**config.mk**
```make
export PLATFORM = sky130hd
export DESIGN_NAME = uart_echo_tester
export DESIGN_NICKNAME = d
export VERILOG_FILES = /design/src/rtl/uart_pkg.sv /design/src/rtl/uart_echo_tester_if.sv /design/src/rtl/uart_sync_fifo.sv /design/src/rtl/uart_echo_tester.sv
export SDC_FILE = /design/constraint.sdc
export NUM_CORES = 1
export LEC_CHECK = 0
export ABC_CLOCK_PERIOD_IN_PS = 6950
export CAP_MARGIN = 15
export CORE_MARGIN = 10
export CORE_UTILIZATION = 65
export DETAILED_ROUTE_END_ITERATION = 8
export GPL_ROUTABILITY_DRIVEN = 0
export HOLD_SLACK_MARGIN = 0.06
export PLACE_DENSITY = 0.83
export SYNTH_ARGS = -nofsm -noshare
export SYNTH_HDL_FRONTEND = slang
export SYNTH_SLANG_ARGS = --single-unit
```
**constraint.sdc**
```tcl
create_clock -name clock -period 6.95 [get_ports clock]
set_input_delay 1.39 -clock clock [delete_from_list [all_inputs] [get_ports clock]]
set_output_delay 1.39 -clock clock [all_outputs]
set_load 0.05 [all_outputs]
```
**src/rtl/uart_pkg.sv**
```systemverilog
// Shared definitions for the UART echo tester: parity modes,
// FSM state encodings and the parity helper.
package uart_pkg;

  localparam int PAR_NONE = 0;
  localparam int PAR_ODD  = 1;
  localparam int PAR_EVEN = 2;

  typedef enum logic [2:0] {
    RX_IDLE,
    RX_START,
    RX_DATA,
    RX_PAR,
    RX_STOP
  } rx_state_e;

  typedef enum logic [2:0] {
    TX_IDLE,
    TX_START,
    TX_DATA,
    TX_PAR,
    TX_STOP
  } tx_state_e;

  // Data is zero-extended to 9 bits; the padding does not alter the xor.
  function automatic logic parity_bit(input logic [8:0] d,
                                      input int mode);
    return (mode == PAR_ODD) ? ~^d : ^d;
  endfunction

endpackage

```
**src/rtl/uart_echo_tester_if.sv**
```systemverilog
// Echo buffer port bundle between the receive/transmit logic and the FIFO.
interface uart_echo_tester_if #(
  parameter int W = 8
);
  logic         push;
  logic         pop;
  logic [W-1:0] wdata;
  logic [W-1:0] rdata;
  logic         full;
  logic         empty;

  modport master (
    output push, pop, wdata,
    input  rdata, full, empty
  );

  modport slave (
    input  push, pop, wdata,
    output rdata, full, empty
  );
endinterface

```
**src/rtl/uart_sync_fifo.sv**
```systemverilog
// First-word fall-through echo buffer; a push while full is accepted
// only when the same cycle also pops.
module uart_sync_fifo #(
  parameter int WIDTH      = 8,
  parameter int FIFO_DEPTH = 16
) (
  input logic               clock,
  input logic               reset,
  uart_echo_tester_if.slave f
);
  localparam int AW = $clog2(FIFO_DEPTH);

  logic [WIDTH-1:0] mem_q [FIFO_DEPTH];
  logic [AW-1:0]    wr_q, wr_d;
  logic [AW-1:0]    rd_q, rd_d;
  logic [AW:0]      cnt_q, cnt_d;
  logic             do_push, do_pop;

  assign f.full  = (cnt_q == (AW+1)'(FIFO_DEPTH));
  assign f.empty = (cnt_q == '0);
  assign f.rdata = mem_q[rd_q];

  always_comb begin
    do_pop  = f.pop && !f.empty;
    do_push = f.push && (!f.full || do_pop);
    wr_d    = wr_q + AW'(do_push);
    rd_d    = rd_q + AW'(do_pop);
    cnt_d   = cnt_q + (AW+1)'(do_push) - (AW+1)'(do_pop);
  end

  always_ff @(posedge clock) begin
    if (!reset) begin
      wr_q  <= '0;
      rd_q  <= '0;
      cnt_q <= '0;
    end else begin
      wr_q  <= wr_d;
      rd_q  <= rd_d;
      cnt_q <= cnt_d;
    end
  end

  always_ff @(posedge clock) begin
    if (do_push) mem_q[wr_q] <= f.wdata;
  end

endmodule

```
**src/rtl/uart_echo_tester.sv**
```systemverilog
// Board UART echo tester: receive, check, buffer and retransmit frames,
// reporting errors on led1/err_count and good traffic on led2.
module uart_echo_tester
  import uart_pkg::*;
#(
  parameter int CLKS_PER_BIT = 434,
  parameter int DATA_BITS    = 8,
  parameter int PARITY       = 0,
  parameter int FIFO_DEPTH   = 16
) (
  input  logic       clock,
  input  logic       reset,
  input  logic       rx,
  input  logic       tx_hold,
  output logic       tx,
  output logic       led1,
  output logic       led2,
  output logic [7:0] err_count
);
  localparam int CW = $clog2(CLKS_PER_BIT);
  localparam logic [CW-1:0] BIT_END  = CW'(CLKS_PER_BIT - 1);
  localparam logic [CW-1:0] HALF_END = CW'(CLKS_PER_BIT / 2 - 1);
  localparam logic [3:0]    LAST_BIT = 4'(DATA_BITS - 1);
  localparam bit            HAS_PAR  = (PARITY != PAR_NONE);

  function automatic logic [8:0] ext9(input logic [DATA_BITS-1:0] d);
    logic [8:0] r;
    r = '0;
    r[DATA_BITS-1:0] = d;
    return r;
  endfunction

  uart_echo_tester_if #(.W(DATA_BITS)) fifo_if ();

  uart_sync_fifo #(
    .WIDTH     (DATA_BITS),
    .FIFO_DEPTH(FIFO_DEPTH)
  ) u_fifo (
    .clock(clock),
    .reset(reset),
    .f    (fifo_if)
  );

  logic                 rx_s1_q, rx_s2_q;
  rx_state_e            rx_st_q, rx_st_d;
  logic [CW-1:0]        rx_cnt_q, rx_cnt_d;
  logic [3:0]           rx_idx_q, rx_idx_d;
  logic [DATA_BITS-1:0] rx_sh_q, rx_sh_d;
  logic                 rx_par_q, rx_par_d;
  logic                 rx_wait_q, rx_wait_d;
  logic                 rx_err;
  logic                 led1_q, led1_d;
  logic                 led2_q, led2_d;
  logic [7:0]           err_q, err_d;

  tx_state_e            tx_st_q, tx_st_d;
  logic [CW-1:0]        tx_cnt_q, tx_cnt_d;
  logic [3:0]           tx_idx_q, tx_idx_d;
  logic [DATA_BITS-1:0] tx_sh_q, tx_sh_d;
  logic                 tx_pb_q, tx_pb_d;
  logic                 tx_q, tx_d;
  logic                 tx_go;

  assign tx        = tx_q;
  assign led1      = led1_q;
  assign led2      = led2_q;
  assign err_count = err_q;

  always_comb begin
    rx_st_d        = rx_st_q;
    rx_cnt_d       = rx_cnt_q + 1'b1;
    rx_idx_d       = rx_idx_q;
    rx_sh_d        = rx_sh_q;
    rx_par_d       = rx_par_q;
    rx_wait_d      = rx_wait_q;
    rx_err         = 1'b0;
    led1_d         = led1_q;
    led2_d         = led2_q;
    err_d          = err_q;
    fifo_if.push   = 1'b0;
    fifo_if.wdata  = rx_sh_q;
    unique case (rx_st_q)
      RX_IDLE: begin
        rx_cnt_d = '0;
        // After a framing error the line must return high first.
        if (rx_wait_q) begin
          if (rx_s2_q) rx_wait_d = 1'b0;
        end else if (!rx_s2_q) begin
          rx_st_d = RX_START;
        end
      end
      RX_START: begin
        if (rx_cnt_q == HALF_END) begin
          rx_cnt_d = '0;
          rx_idx_d = '0;
          rx_st_d  = rx_s2_q ? RX_IDLE : RX_DATA;
        end
      end
      RX_DATA: begin
        if (rx_cnt_q == BIT_END) begin
          rx_cnt_d = '0;
          rx_sh_d  = {rx_s2_q, rx_sh_q[DATA_BITS-1:1]};
          rx_idx_d = rx_idx_q + 1'b1;
          if (rx_idx_q == LAST_BIT)
            rx_st_d = HAS_PAR ? RX_PAR : RX_STOP;
        end
      end
      RX_PAR: begin
        if (rx_cnt_q == BIT_END) begin
          rx_cnt_d = '0;
          rx_par_d = rx_s2_q;
          rx_st_d  = RX_STOP;
        end
      end
      RX_STOP: begin
        if (rx_cnt_q == BIT_END) begin
          rx_cnt_d = '0;
          rx_st_d  = RX_IDLE;
          if (!rx_s2_q) begin
            rx_err    = 1'b1;
            rx_wait_d = 1'b1;
          end else if (HAS_PAR &&
                       rx_par_q != parity_bit(ext9(rx_sh_q), PARITY)) begin
            rx_err = 1'b1;
          end else if (fifo_if.full && !fifo_if.pop) begin
            rx_err = 1'b1;
          end else begin
            fifo_if.push = 1'b1;
            led2_d       = !led2_q;
          end
        end
      end
      default: rx_st_d = RX_IDLE;
    endcase
    if (rx_err) begin
      led1_d = 1'b1;
      if (err_q != 8'hFF) err_d = err_q + 8'd1;
    end
  end

  always_comb begin
    tx_st_d     = tx_st_q;
    tx_cnt_d    = tx_cnt_q + 1'b1;
    tx_idx_d    = tx_idx_q;
    tx_sh_d     = tx_sh_q;
    tx_pb_d     = tx_pb_q;
    tx_d        = tx_q;
    fifo_if.pop = 1'b0;
    tx_go       = !fifo_if.empty && !tx_hold;
    unique case (tx_st_q)
      TX_IDLE: begin
        tx_cnt_d = '0;
        tx_d     = 1'b1;
        if (tx_go) begin
          fifo_if.pop = 1'b1;
          tx_sh_d     = fifo_if.rdata;
          tx_pb_d     = parity_bit(ext9(fifo_if.rdata), PARITY);
          tx_st_d     = TX_START;
          tx_d        = 1'b0;
        end
      end
      TX_START: begin
        if (tx_cnt_q == BIT_END) begin
          tx_cnt_d = '0;
          tx_idx_d = '0;
          tx_st_d  = TX_DATA;
          tx_d     = tx_sh_q[0];
        end
      end
      TX_DATA: begin
        if (tx_cnt_q == BIT_END) begin
          tx_cnt_d = '0;
          if (tx_idx_q == LAST_BIT) begin
            tx_st_d = HAS_PAR ? TX_PAR : TX_STOP;
            tx_d    = HAS_PAR ? tx_pb_q : 1'b1;
          end else begin
            tx_idx_d = tx_idx_q + 1'b1;
            tx_sh_d  = tx_sh_q >> 1;
            tx_d     = tx_sh_q[1];
          end
        end
      end
      TX_PAR: begin
        if (tx_cnt_q == BIT_END) begin
          tx_cnt_d = '0;
          tx_st_d  = TX_STOP;
          tx_d     = 1'b1;
        end
      end
      TX_STOP: begin
        if (tx_cnt_q == BIT_END) begin
          tx_cnt_d = '0;
          // Chain straight into the next start bit when data is waiting.
          if (tx_go) begin
            fifo_if.pop = 1'b1;
            tx_sh_d     = fifo_if.rdata;
            tx_pb_d     = parity_bit(ext9(fifo_if.rdata), PARITY);
            tx_st_d     = TX_START;
            tx_d        = 1'b0;
          end else begin
            tx_st_d = TX_IDLE;
            tx_d    = 1'b1;
          end
        end
      end
      default: tx_st_d = TX_IDLE;
    endcase
  end

  always_ff @(posedge clock) begin
    if (!reset) begin
      rx_s1_q   <= 1'b1;
      rx_s2_q   <= 1'b1;
      rx_st_q   <= RX_IDLE;
      rx_cnt_q  <= '0;
      rx_idx_q  <= '0;
      rx_sh_q   <= '0;
      rx_par_q  <= 1'b0;
      rx_wait_q <= 1'b0;
      led1_q    <= 1'b0;
      led2_q    <= 1'b0;
      err_q     <= '0;
      tx_st_q   <= TX_IDLE;
      tx_cnt_q  <= '0;
      tx_idx_q  <= '0;
      tx_sh_q   <= '0;
      tx_pb_q   <= 1'b0;
      tx_q      <= 1'b1;
    end else begin
      rx_s1_q   <= rx;
      rx_s2_q   <= rx_s1_q;
      rx_st_q   <= rx_st_d;
      rx_cnt_q  <= rx_cnt_d;
      rx_idx_q  <= rx_idx_d;
      rx_sh_q   <= rx_sh_d;
      rx_par_q  <= rx_par_d;
      rx_wait_q <= rx_wait_d;
      led1_q    <= led1_d;
      led2_q    <= led2_d;
      err_q     <= err_d;
      tx_st_q   <= tx_st_d;
      tx_cnt_q  <= tx_cnt_d;
      tx_idx_q  <= tx_idx_d;
      tx_sh_q   <= tx_sh_d;
      tx_pb_q   <= tx_pb_d;
      tx_q      <= tx_d;
    end
  end

endmodule

```
==> key figures <==
Synthesis
  – Number of warnings printed during yosys synthesis: 0
  – Cell count after synthesis: 651
  – Portion of the post-synthesis area used by sequential elements: 0.627
  – Number of distinct library cells after synthesis: 65
  – Cell area after synthesis: 8520 um2
  – Flip-flop cell with the highest count after synthesis: sky130_fd_sc_hd__edfxtp_1
  – Area share of the largest cell type after synthesis: 0.451
  – Mean instance size in the synthesized netlist: 13.1 um2
  – Top cells by area, synth: sky130_fd_sc_hd__edfxtp_1 45%, sky130_fd_sc_hd__dfxtp_1 18%, sky130_fd_sc_hd__mux4_2 6.9%, sky130_fd_sc_hd__ha_1 2.6%, sky130_fd_sc_hd__nor2_1 2.5%
  – Proportion of register bits with asynchronous set or reset after synthesis: 0
  – Yosys reg bits: 203
  – Synthesized net count: 674
  – Dominant cell type by area after synthesis: sky130_fd_sc_hd__edfxtp_1
  – Number of synthesized flops with an enable pin: 128

Setup path
  – Cell type of the slowest stage on the worst timing path: sky130_fd_sc_hd__nor3_1
  – Number of logic stages on the critical path including buffering: 11
  – Largest delay share family, worst path: simple AND/OR/NAND/NOR gates
  – Startpoint of the most critical setup path: tx_hold
  – Worst Path Buf+Inv: 2
  – Delay of the slowest cell on the worst path: 510 ps
  – WP data arrival: 4370 ps
  – Classification of the worst setup path: primary input to register
  – Critical path launch point type: primary input
  – Required @ worst endpoint: 7360 ps
  – Endpoint of the worst register-to-register path: u_fifo.mem_q[0][0]
  – Critical Path, Cell by Cell: clkdlybuf4s50_1 -> nor3_1 -> and2_1 -> ha_1 -> inv_1 -> ha_1 -> fa_1 -> a21oi_1 -> nor2_1 -> or3_1 -> a21oi_1
  – Largest fanout on the critical path: 12
  – Reg-to-reg critical path startpoint: rx_cnt_q[0]
  – Setup crit end kind: register
  – Reg2Reg Setup Slack: 3040 ps
  – Worst r2r path cells: 6

Floorplanning
  – Starting density of the core: 0.670
  – I/O pins: 15
  – Area enclosed by the die boundary: 18,100 um2
  – Vertical die dimension: 135 um
  – Width of the chip: 135 um
  – Floorplan row count: 41
  – Area inside the core boundary: 12,700 um2

GRT
  – Via count of the first global-routing pass: 5,279
  – Pin count of the biggest net entering global routing: 40
  – First-pass GRT wire length: 27,800 um
  – GRT Total Usage: 0.192
  – Antenna violations before repair: 0
  – Total congestion overflow: 0

Clock tree
  – Number of buffers inserted during clock tree synthesis: 21
  – Post-CTS Setup Repair Bufs: 0
  – H-tree depth: 1
  – Clock-pin slew on the worst setup and hold paths: 60 ps
  – Clock tree from TritonCTS: yes
  – Post-CTS resize count: 0
  – Clock Path Buffers: 3
  – CTS sink count: 203
  – Number of buffers inserted by hold repair at cts: 0
  – Cell at the root of the clock tree: sky130_fd_sc_hd__clkbuf_16
  – Latest clock arrival within the worst-skew pair: 500 ps

Placement
  – I/O Buffers: 14
  – HPWL after detailed placement: 11,300 um
  – Number of instances in the placed design: 812
  – Worst-case setup slack after placement: 2560 ps

Worst hold path
  – Path class of the lowest-slack min-delay path: register to register
  – Launch point of the worst hold path: rx_s1_q
  – Cells on Worst Hold Path: 1
  – Worst-case hold path end point: rx_s2_q

Final layout
  – Final instance count without filler cells: 852
  – Nets: 688
  – Seq. cell area: 5350 um2
  – Top library cells by usage in the layout, fill and taps aside: 128 x sky130_fd_sc_hd__edfxtp_1, 74 x sky130_fd_sc_hd__dfxtp_1, 57 x sky130_fd_sc_hd__nor2_1, 47 x sky130_fd_sc_hd__nand2_1, 31 x sky130_fd_sc_hd__a21oi_1
  – Fraction of final layout cells sized beyond drive strength 1: 0.109
  – Layout overhead on the synthesized area: 10.6%
  – Number of fill cells: 837
  – Area of the multi-input gates: 2980 um2
  – Antenna Cells: 0
  – Most common cell after layout, fill and taps aside: sky130_fd_sc_hd__edfxtp_1

Detailed routing
  – Routed length per placed instance: 20.2 um
  – Detail-routed via count per cell: 6.28
  – Final routed DRC violation total: 0
  – First DRT Iteration DRCs: 490
  – Vias: 5,351
  – Routed WL: 17,200 um
  – Number of iterations in the first detailed-routing pass: 5
  – Post-DRT Antenna Nets: 0

Pwr
  – Final total power: 2.78 mW
  – Total leakage power: 3.15 nW
  – Total power divided by cell area: 295 nW/um2
  – Worst voltage drop across the vdd grid: 0.171 mV

Run
  – Max-cap violations: 0

Timing
  – Final Critical Period: 3960 ps
  – Unrepaired setup endpoints after global routing: false
  – Setup skew after layout: 8.61 ps
  – Max-slew violation count: 0
  – Final Setup Violations: 0
  – Transition time of the tightest slew-check pin: 1110 ps
  – Rel. slew slack: 0.257
  – Final Hold Violating Endpoints: 0
  – Worst Slack Setup Final: 2990 ps
  – Total Negative Setup Slacks: 0 ps
  – Highest clock rate: 0.252 GHz
  – Post-route clock period utilization: 0.570

Outcome
  – Result of the run: finished clean
-- cell usage after synthesis, drive strengths merged, types with 6 or more instances --
| cell | n |
|---|---|
| edfxtp | 128 |
| dfxtp | 75 |
| nor2 | 57 |
| nand2 | 48 |
| a21oi | 31 |
| mux4 | 26 |
| nand3 | 23 |
| ha | 18 |
| inv | 18 |
| clkbuf | 17 |
| mux2i | 16 |
| nor3 | 15 |
| o21ai | 15 |
| and2 | 14 |
| xnor2 | 13 |
| buf | 12 |
| o22ai | 12 |
| a22oi | 11 |
| nand2b | 7 |
| nand4 | 7 |
| or3 | 7 |
| xor2 | 7 |
| or4 | 6 |
-- layout make-up --
cell class,count,share of cell area
Clock inverter,9,0.00531
Clock buffer,29,0.0600
Tap cell,172,0.0228
Inverter,18,0.00717
Timing Repair Buffer,20,0.0212
Sequential cell,203,0.567
Multi-Input combinational cell,401,0.316
-- worst reg2reg max path, delay by kind of cell (launching register included) --
family | cells | cell delay [ps]
AND/OR/NAND/NOR | 5 | 2950
flip-flops | 1 | 390
adder cells (fa/ha/maj) | 1 | 190
-- metrics by stage --
step                hold WS (ps)   util  cell area [um2]
CTS                          412  0.740             9410
global placement             392  0.689             8770
global route                 431  0.741             9420
detailed placement           399  0.692             8800
floorplan                    386      -             8520
finish                       411  0.741             9420
-- worst max path at each step --
stage / end
floorplan: u_fifo.cnt_q[4]
global placement: u_fifo.cnt_q[4]
detailed placement: u_fifo.cnt_q[4]
CTS: u_fifo.mem_q[8][1]
global route: u_fifo.cnt_q[4]
finish: u_fifo.cnt_q[4]
-- cells by family (layout without fill, tap and decap cells) --
family / Yosys count / count (layout) / share of synthesized area
AO/OA/AOI/OAI: 101 / 101 / 0.0766
XOR/XNOR: 20 / 20 / 0.0206
adder cells (fa/ha/maj): 20 / 20 / 0.0299
buffers and inverters: 47 / 76 / 0.0233
flip-flops: 203 / 203 / 0.627
multiplexers: 43 / 43 / 0.0888
AND/OR/NAND/NOR: 217 / 217 / 0.134
-- layer usage --
layer  wire, um  global-route usage  part of all wire
met3        954              0.0375             0.055
met1       7260               0.248              0.42
met5          0                   0                 0
met4        465              0.0653             0.027
met2       8540               0.320              0.50
-- sequential cells by signal, indices dropped and copies added, names as in the netlist, 3 cells and up --
name / flops
rx_idx_q: 4
fifo_if.wdata: 8
err_count: 8
u_fifo.mem_q: 128
tx_idx_q: 4
u_fifo.wr_q: 4
rx_cnt_q: 9
u_fifo.cnt_q: 5
tx_st_q: 3
tx_sh_q: 8
u_fifo.rd_q: 4
tx_cnt_q: 9
rx_st_q: 3
-- where the power goes --
part	switching [mW]	internal (mW)	leakage, nW
Combinational	0.243	0.193	1.05
Clock	0.439	0.572	0.311
Sequential	0.0291	1.31	1.79
Note: power is estimated with default switching activity, not from simulation.
